**src/rtl/game_pkg.sv**
```systemverilog
// game_pkg: shared states, results, line masks and square decoding for the referee
package game_pkg;
  typedef enum logic [2:0] {WAIT_HUMAN, H_CHECK, ISSUE, C_CHECK, DONE} state_t;
  typedef enum logic [2:0] {NONE, HUMAN_WIN, COMP_WIN, DRAW, FAULT} result_t;
  localparam logic [3:0] NO_MOVE = 4'hF;
  localparam logic [8:0] FULL = 9'h1FF;
  localparam logic [8:0] LINES [8] = '{9'h007, 9'h038, 9'h1C0, 9'h049, 9'h092, 9'h124, 9'h111, 9'h054};
  function automatic logic [8:0] square_to_onehot(input logic [3:0] s);
    return (s >= 4'd1 && s <= 4'd9) ? 9'd1 << (s - 4'd1) : 9'd0;
  endfunction
endpackage

```
**src/rtl/game_referee_line_detect.sv**
```systemverilog
// line_detect: flags a board that holds any complete row, column or diagonal
module line_detect
  import game_pkg::*;
(
  input  logic [8:0] board,
  output logic       line
);
  always_comb begin
    line = 1'b0;
    for (int i = 0; i < 8; i++) line = line | ((board & LINES[i]) == LINES[i]);
  end
endmodule

```
**src/rtl/game_referee.sv**
```systemverilog
// game_referee: turn sequencer between human move entry and the computer strategy FSM
module game_referee
  import game_pkg::*;
#(
  parameter int RESP_LATENCY = 1
) (
  input  logic       clock,
  input  logic       reset,
  input  logic [3:0] move_in,
  input  logic       move_valid,
  output logic       move_ready,
  output logic       illegal,
  output logic [3:0] hMove,
  input  logic [3:0] cMove,
  input  logic       win,
  output logic [8:0] human_board,
  output logic [8:0] comp_board,
  output logic [3:0] move_count,
  output logic       game_over,
  output result_t    result
);
  state_t state, state_n;
  result_t result_n;
  logic [8:0] hb_n, cb_n, occ, h_oh, c_oh;
  logic [3:0] move_reg, move_reg_n, c_reg, c_reg_n;
  logic [2:0] cnt, cnt_n;
  logic w_reg, w_reg_n, illegal_n, h_line, c_line;
  assign occ = human_board | comp_board;
  assign h_oh = square_to_onehot(move_in);
  assign c_oh = square_to_onehot(c_reg);
  assign move_ready = state == WAIT_HUMAN;
  assign game_over = state == DONE;
  assign hMove = state == ISSUE ? move_reg : NO_MOVE;
  assign move_count = 4'($countones(occ));
  // the comp detector sees the board as it would be after the pending reply
  line_detect u_hline (.board(human_board), .line(h_line));
  line_detect u_cline (.board(comp_board | c_oh), .line(c_line));
  always_ff @(posedge clock or posedge reset) begin
    if (reset) begin
      state <= WAIT_HUMAN;
      human_board <= '0;
      comp_board <= '0;
      move_reg <= '0;
      c_reg <= '0;
      w_reg <= 1'b0;
      cnt <= '0;
      illegal <= 1'b0;
      result <= NONE;
    end else begin
      state <= state_n;
      human_board <= hb_n;
      comp_board <= cb_n;
      move_reg <= move_reg_n;
      c_reg <= c_reg_n;
      w_reg <= w_reg_n;
      cnt <= cnt_n;
      illegal <= illegal_n;
      result <= result_n;
    end
  end
  always_comb begin
    state_n = state;
    hb_n = human_board;
    cb_n = comp_board;
    move_reg_n = move_reg;
    c_reg_n = c_reg;
    w_reg_n = w_reg;
    cnt_n = cnt;
    illegal_n = 1'b0;
    result_n = result;
    case (state)
      WAIT_HUMAN: begin
        cnt_n = '0;
        if (move_valid) begin
          if (h_oh == 9'd0 || (h_oh & occ) != 9'd0) illegal_n = 1'b1;
          else begin
            hb_n = human_board | h_oh;
            move_reg_n = move_in;
            state_n = H_CHECK;
          end
        end
      end
      H_CHECK: begin
        state_n = (h_line || occ == FULL) ? DONE : ISSUE;
        result_n = h_line ? HUMAN_WIN : occ == FULL ? DRAW : result;
      end
      ISSUE: begin
        if (cnt == 3'(RESP_LATENCY - 1)) begin
          c_reg_n = cMove;
          w_reg_n = win;
          state_n = C_CHECK;
        end else cnt_n = cnt + 3'd1;
      end
      C_CHECK: begin
        if (c_oh == 9'd0 || (c_oh & occ) != 9'd0) begin
          state_n = DONE;
          result_n = FAULT;
        end else begin
          cb_n = comp_board | c_oh;
          state_n = (w_reg || c_line || (occ | c_oh) == FULL) ? DONE : WAIT_HUMAN;
          result_n = (w_reg || c_line) ? COMP_WIN : (occ | c_oh) == FULL ? DRAW : result;
        end
      end
      DONE: state_n = DONE;
      default: state_n = WAIT_HUMAN;
    endcase
  end
endmodule

```
**config.mk**
```make
export PLATFORM = sky130hd
export DESIGN_NAME = game_referee
export DESIGN_NICKNAME = d
export VERILOG_FILES = /design/src/rtl/game_pkg.sv /design/src/rtl/game_referee_line_detect.sv /design/src/rtl/game_referee.sv
export SDC_FILE = /design/constraint.sdc
export NUM_CORES = 1
export LEC_CHECK = 0
export CORE_MARGIN = 2
export CORE_UTILIZATION = 41
export DETAILED_ROUTE_END_ITERATION = 8
export PLACE_DENSITY = 0.67
export SETUP_SLACK_MARGIN = 0.4
export SLEW_MARGIN = 0
export SYNTH_ARGS = -nofsm -noshare
export SYNTH_HDL_FRONTEND = slang
export SYNTH_SLANG_ARGS = --single-unit
```
**constraint.sdc**
```tcl
create_clock -name clock -period 3.57 [get_ports clock]
set_clock_uncertainty 0.2 [all_clocks]
set_input_delay 0.5355 -clock clock [delete_from_list [all_inputs] [get_ports clock]]
set_output_delay 0.5355 -clock clock [all_outputs]
set_load 0.01 [all_outputs]
```
Word level (Yosys, flattened, before mapping) --
Cells that the tools add are included.
Cells by class: reduce and logical (&&, ||, !) cells 21, bitwise gates (word level) 22, add/subtract/negate cells 11, multipliers 0, $lt $le $gt $ge 4, eq/ne operators 28, muxes and demuxes 21, shift-type cells 2, div/mod/pow operators 0
Operators with widths (count):
- $eq A3 B3 Y1 const B | 17
- $mux W3 | 12
- $or A9 B9 Y9 | 4
- $and A9 B9 Y9 | 2
- $eq A9 B9 Y1 const B | 2
- $logic_not A9 Y1 | 2
- $mux W9 | 2
- $reduce_bool A9 Y1 | 2
- $shl A1 B4 Y9 const A | 2
- $pmux W3 S5 | 1
- $or A1 B1 Y1 | 14
- $pmux W3 S2 | 2
- $reduce_and A3 Y1 | 3
- $add A1 B1 Y2 | 4
- $ge A4 B1 Y1 const B | 2
- $le A4 B4 Y1 const B | 2
- $sub A4 B1 Y4 const B | 2
- $add A2 B2 Y3 | 2
- $eq A3 B2 Y1 const B | 2
- $logic_not A3 Y1 | 2
- $ne A2 B2 Y1 const B | 3
- $reduce_and A2 Y1 | 3
- $logic_or A1 B1 Y1 | 5
- $add A3 B3 Y4 | 1
- 11 further kinds | 16
Word-level totals: bits in latches 0, register bits after elaboration 37, bits in writable memories 0, memories 0, ROM bits 0

Logic depth before layout (Yosys ltp) --
Gate-level depths: netlist of run 1.
depth in word-level cells 17, depth in mapped cells 12, gate-level depth less buffers 9

By module --
From an unflattened synthesis of run 1, not the netlist that was laid out.
Unflattened totals: cells, all modules 242, area, all modules 2383.5 um^2
Modules (own cells, without submodules):
- game_referee | instances 1, seq. area each 925.9 um^2, area each 2273.4 um^2, cells each 228
- line_detect | instances 2, seq. area each 0.0 um^2, area each 55.1 um^2, cells each 7

Worst setup path after synthesis of run 1 --
OpenSTA, ideal clock, no wires.
kind flip-flop to output port, from reg human_board[0], to out move_count[1], stages on the path, launching flop included 9, setup slack -0.324 ns, data arrival time 3.158 ns, data required time 2.834 ns, path buffers 0, path through dfrtp_1 > or2_2 > fa_1 > fa_1 > fa_1 > fa_1 > inv_1 > fa_1 > inv_1
On the way: word-level cells in the longest chain between the ends 5
RTL lines:
- start, declared | line game_referee.sv:16 | output logic [8:0] human_board,
- start signal, assigned | line game_referee.sv:51 | human_board <= hb_n;
- $or A9 B9 Y9 | line game_referee.sv:28 | assign occ = human_board | comp_board;
- $add A1 B1 Y2 (implied by the code) | line game_referee.sv:34 | assign move_count = 4'($countones(occ));
- $add A2 B2 Y3 (implied by the code) | line game_referee.sv:34
- $add A3 B3 Y4 (implied by the code) | line game_referee.sv:34
- $add A4 B1 Y4 (implied by the code) | line game_referee.sv:34
- end, declared | line game_referee.sv:18 | output logic [3:0] move_count,
Every way passes these cells.

Final worst setup path of run 1 --
Same ends and word-level chain as after synthesis.

==> metrics, run 1 <==
clock tree buffer depth=2; Least-Margin Pin Slew=0.544 ns; DRT Pass-1 Iters=4; RSZ-0062 raised after global routing=true; vias per cell=5.64; placed inst area=3250 sq um; R2R Path Start=c_reg[1]$_DFFE_PP0P_; fin. max-slew vios=0; setup TNS=-1.77 ns; arrival time worst endpoint=3.43 ns; worst-path cell chain=or2_4 -> fa_1 -> fa_1 -> fa_1 -> fa_2 -> inv_2 -> fa_2 -> inv_2 -> buf_6; final period utilization=1.17; crit start category=flop; Filler Cell Count=535; Clk Latency, worst-skew pair=0.29 ns; # DRC=0; CTS Buf Count=5; Post-synth EDFFs=0; VDD IR max=1690 uV; antenna violations before repair=0; synthesized area=2560 sq um; hold buffers post-CTS=0; Detail Placement HPWL=5110 um; Ant. Diodes=0; top flop regs=comp_board: 9 flops, human_board: 9 flops; drt initial violations=140; flop-to-flop setup slack=0.68 ns; GR Util met2=0.314; Worst R2R End=comp_board[2]$_DFFE_PP0P_; final wirelength=6760 um; f_max=240 MHz; largest fanout on the critical path=2; ranking of synthesized cells by area=dfrtp_1 (36%), ha_1 (4.4%), mux2_2 (4.0%); failing checks=negative setup slack; Non-Filler Instances=413; post-synth top area share=0.362; setup slack at placement=-0.725 ns; Final nets=363; FFs w/ async S/R, synth=1.00; Starting Density=0.427; gr busiest metal=met2; global-route wire length before repair=11,300 um; growth of design area from synthesis to finish=31.7%; FP Rows=28; via count=2,330; status=complete, but fails checks; CTS root buffer=clkbuf_8; Tot GR Track Use=0.201; met1 Track Usage GR=0.278; CP endpoint kind=output port; largest net degree at the start of global routing=38; total congestion overflow=0; worst endpoint required time=2.83 ns; Gate Count Post-Synth=268; clock sink count=37; fin worst setup slack=-0.598 ns; leakage power=1.55 nW; drt wl/cell=16.4 um; CTS tree=built; Die Ht=83 um; met3 GRT Util=0.0408; area leader, netlist=dfrtp_1; Critical-path top delay cell=fa_1; Clock transition at path regs=0.08 ns; relative slew slack=0.636; Top FF cell, synth=dfrtp_1; Synth Warn #=0; CP Class=reg -> out; Tmin final=4.17 ns; ANT nets after route=0; CP max stage delay=0.56 ns; layout cell share with drive strength beyond 1=0.260; R2R depth=8; Inst Count DP=402; finished layout cell area=3370 sq um; Synth cell types=64; worst hold stages=1; chip width=83 um; Hold Crit Class=reg -> reg; max capacitance violation total=0; H-tree depth=2; via count of the first global-routing pass=2,252; Synth Register Bits=37; Final Setup Violations=4; I/O Pins=44; Most Frequent Cell on Critical Path=fa_1; IO Port Bufs=43; Power Dens Cells=945 nW/um^2; Net Count, Synth=294; Hold Vio Cnt, Final=0; Mean Syn Cell Area=9.55 sq um; sequential area share after synthesis=0.362; Hold Path End=move_reg[0]$_DFFE_PP0P_; Core Area=5990 sq um; Die Area=6890 sq um; Worst Min Path Start=move_reg[0]$_DFFE_PP0P_; routability cong.=0.925
[timing repair]
| action | 4_1_cts | 5_1_grt |
|---|---|---|
| pin swaps | 6 | 7 |
| resized for setup | 17 | 4 |
| buffers inserted | 1 | 2 |
| endpoints found under the setup margin | 4 | 11 |
[worst max-delay path by stage]
stage                                     startpoint            end  slack [ns]
after floorplan            comp_board[0]$_DFFE_PP0P_  move_count[1]       -0.20
after global placement     comp_board[0]$_DFFE_PP0P_  move_count[1]       -0.66
after detailed placement   comp_board[0]$_DFFE_PP0P_  move_count[1]       -0.73
after CTS                 human_board[0]$_DFFE_PP0P_  move_count[1]       -0.71
after global routing       comp_board[1]$_DFFE_PP0P_  move_count[1]       -0.69
final                     human_board[0]$_DFFE_PP0P_  move_count[1]       -0.60
[cells in the mapped netlist, types with 4 or more instances]
cell / number
or3_1: 6
nor3_1: 9
dfrtp_1: 37
mux2_2: 9
a21oi_1: 10
a41o_1: 5
o22ai_1: 4
ha_1: 9
nor2_1: 20
inv_1: 22
nand2b_1: 7
fa_1: 5
clkbuf_1: 4
o21ai_0: 8
a21o_1: 8
nand2_1: 15
buf_2: 10
nand3_1: 5
nor2b_1: 4
a22o_1: 4
[layout by cell type, fill, tap and decap left out, drive strengths merged, types with 4 or more instances in the layout]
| master | netlist | final |
|---|---|---|
| ha | 9 | 9 |
| o31ai | 4 | 4 |
| a21oi | 11 | 11 |
| dfrtp | 37 | 37 |
| nor2b | 4 | 4 |
| clkdlybuf4s50 | 0 | 39 |
| clkbuf | 4 | 5 |
| nand2b | 7 | 7 |
| nand3 | 5 | 5 |
| o22ai | 4 | 4 |
| a22o | 4 | 4 |
| nand2 | 16 | 16 |
| buf | 13 | 39 |
| o21ai | 8 | 8 |
| a41o | 5 | 5 |
| a21o | 8 | 8 |
| mux2 | 9 | 9 |
| or3 | 6 | 6 |
| fa | 5 | 5 |
| nor2 | 20 | 20 |
| or2 | 4 | 4 |
| nor3 | 10 | 10 |
| inv | 24 | 24 |
[metal layers]
metal	vias to the layer above	routed length, um	part of all wire
li1	1112	-	-
met1	1137	3060	0.45
met2	71	3160	0.47
met3	10	391	0.058
met4	0	148	0.022
met5	-	0	0
[power breakdown]
| group | internal [mW] | leakage, nW | total [mW] | switching [mW] |
|---|---|---|---|---|
| combinational | 1.14 | 1.04 | 2.20 | 1.07 |
| sequential | 0.557 | 0.467 | 0.686 | 0.130 |
| clock | 0.135 | 0.0439 | 0.294 | 0.159 |
[cells by family (layout without fill, tap and decap cells)]
| logic type | count (synthesis) | count (layout) | synth area share |
|---|---|---|---|
| AND/OR/NAND/NOR | 93 | 93 | 0.218 |
| XOR/XNOR | 2 | 2 | 0.00685 |
| adder cells (fa/ha/maj) | 14 | 14 | 0.0831 |
| AO/OA/AOI/OAI | 69 | 69 | 0.202 |
| flip-flops | 37 | 37 | 0.362 |
| buffers and inverters | 41 | 111 | 0.0719 |
| multiplexers | 12 | 12 | 0.0562 |
[critical path, delay by kind of cell (launching register included)]
family | cells | cell delay (ns)
fa+ha+maj | 5 | 2.25
buf+inv | 3 | 0.21
flops | 1 | 0.41
simple gates | 1 | 0.26
[area by class of cell]
cell class | instances | area [sq um] | area share
clock buffer | 5 | 68.8 | 0.0204
clock inverter | 3 | 17.5 | 0.00520
timing repair buffer | 79 | 697 | 0.207
tap | 75 | 93.8 | 0.0278
sequential | 37 | 928 | 0.276
multi-input combinational | 190 | 1470 | 0.437
inverter | 24 | 92.6 | 0.0275
[metrics by stage]
step | hold slack, ns | utilization | total power, mW
global route | 0.315 | 0.562 | 3.43
finish | 0.307 | 0.562 | 3.18
global placement | 0.284 | 0.543 | 2.82
CTS | 0.309 | 0.559 | 3.20
detailed placement | 0.292 | 0.543 | 2.86
floorplan | 0.274 | - | 1.96
Note: power is estimated with default switching activity, not from simulation.
==> run 2, diff against run 1 <==
Settings changed: PLACE_DENSITY 0.67 to not set.
Clock period 3.57 ns to 4.66 ns, I/O delays scaled along.
==> run 2 against run 1 <==
Compared with the run above: the run now ends clean; clock-buffer cell count unchanged; sequential share of layout area up 1.5 points; register-to-register slack better by 0.43 ns; flip-flop and latch count unchanged; worst hold slack better by 0.0038 ns; via count down 6.3%; largest cell class unchanged; highest routed layer unchanged; global-route usage down 1.2 points; worst setup slack better by 0.97 ns; wire length down 6.9%; critical path depth unchanged.
==> metrics, run 2 (synthesized netlist as in run 1, its figures left out) <==
status=finished clean; top flop regs=comp_board: 9 flops, human_board: 9 flops; Starting Density=0.427; clock tree buffer depth=2; Tmin final=4.29 ns; drt wl/cell=16.1 um; IO Port Bufs=43; VDD IR max=1060 uV; H-tree depth=2; Core Area=5990 sq um; Clk Latency, worst-skew pair=0.30 ns; Tot GR Track Use=0.190; crit start category=flop; Power Dens Cells=709 nW/um^2; CP endpoint kind=output port; # DRC=0; antenna violations before repair=0; Hold Vio Cnt, Final=0; Final nets=341; Die Area=6890 sq um; CP Class=reg -> out; commonest non-fill, non-tap cell in the layout=clkdlybuf4s50_1; clock sink count=37; most frequent cells in the layout=clkdlybuf4s50_1 (39), dfrtp_1 (37), nor2_1 (18), inv_1 (18), nand2_1 (15); global-route wire length before repair=10,600 um; FP Rows=28; DRT Pass-1 Iters=4; Detail Placement HPWL=4730 um; Clock transition at path regs=0.08 ns; setup slack at placement=0.159 ns; CTS tree=built; final core occ=0.532; total congestion overflow=0; RSZ-0062 raised after global routing=true; final wirelength=6300 um; fin worst setup slack=0.371 ns; vias per cell=5.58; arrival time worst endpoint=3.39 ns; leakage power=1.44 nW; Filler Cell Count=554; final period utilization=0.920; largest fanout on the critical path=2; via count=2,183; largest net degree at the start of global routing=38; worst endpoint required time=3.76 ns; I/O Pins=44; Ant. Diodes=0; layout cell share with drive strength beyond 1=0.199; setup TNS=0 ns; f_max=233 MHz; drt initial violations=146; CTS root buffer=clkbuf_8; growth of design area from synthesis to finish=24.6%; Hold Crit Class=reg -> reg; chip width=83 um; Final Setup Violations=0; Die Ht=83 um; routability cong.=0.834; fin. max-slew vios=0; ANT nets after route=0; relative slew slack=0.447; Least-Margin Pin Slew=0.818 ns; Tot Pwr=2.26 mW; max capacitance violation total=0; via count of the first global-routing pass=2,032; CTS Buf Count=5; Worst Hold Margin=0.311 ns
## run 2: path summary, 6_finish.rpt
path,start,endpoint,slack (ns),depth (start not counted)
hold reg to reg,result[2]$_DFFE_PP0P_,result[2]$_DFFE_PP0P_,0.31,1
setup reg to reg,c_reg[1]$_DFFE_PP0P_,result[1]$_DFFE_PP0P_,1.11,8
setup / recovery,comp_board[0]$_DFFE_PP0P_,move_count[1],0.37,9
min in group asynchronous,reset,cnt[1]$_DFFE_PP0P_,0.61,3
max in group asynchronous,reset,comp_board[3]$_DFFE_PP0P_,3.31,3
hold / removal,result[2]$_DFFE_PP0P_,result[2]$_DFFE_PP0P_,0.31,1
## run 2: per-stage QoR
step | area [sq um] | cells
3_3_place_gp | 3040 | 376
5_1_grt | 3190 | 391
2_1_floorplan | 2560 | 268
6_report | 3190 | 391
4_1_cts | 3170 | 388
3_5_place_dp | 3040 | 376
## run 2: cell type report
| class | count | area [sq um] | area share |
|---|---|---|---|
| Multi-Input combinational cell | 190 | 1460 | 0.458 |
| Sequential cell | 37 | 926 | 0.290 |
| Timing Repair Buffer | 57 | 526 | 0.165 |
| Tap cell | 75 | 93.8 | 0.0294 |
| Inverter | 24 | 92.6 | 0.0290 |
| Clock buffer | 5 | 68.8 | 0.0216 |
| Clock inverter | 3 | 21.3 | 0.00667 |
## run 2: worst max-delay path, cell delays in order, from the launching register on
cell and delay, ns:
dfrtp_1 0.39, or2_4 0.26, fa_1 0.52, fa_1 0.43
fa_1 0.48, fa_2 0.37, inv_2 0.06, fa_2 0.43
inv_2 0.06, buf_6 0.09
## run 2: what timing repair did
item | in CTS | in global routing
setup endpoints to repair | 4 | 4
gates cloned | 0 | 0
pin swaps | 6 | 7
endpoints found under the hold margin | 0 | 0
hold buffers | 0 | 0
gates resized for setup | 18 | 4
buffers inserted | 4 | 3
## run 2: power breakdown
group          total (mW)  leakage [nW]  internal, mW  switching [mW]
Clock               0.236        0.0445         0.106           0.129
Combinational        1.45         0.921         0.744           0.702
Sequential          0.581         0.470         0.425           0.156
## run 2: layer usage
layer  vias to the layer above  part of all wire  global-route usage
met5                         -                 0                   0
met4                         0             0.014              0.0566
met2                        65              0.45               0.279
met3                         8             0.049              0.0378
li1                       1071                 -                   -
met1                      1039              0.48               0.282
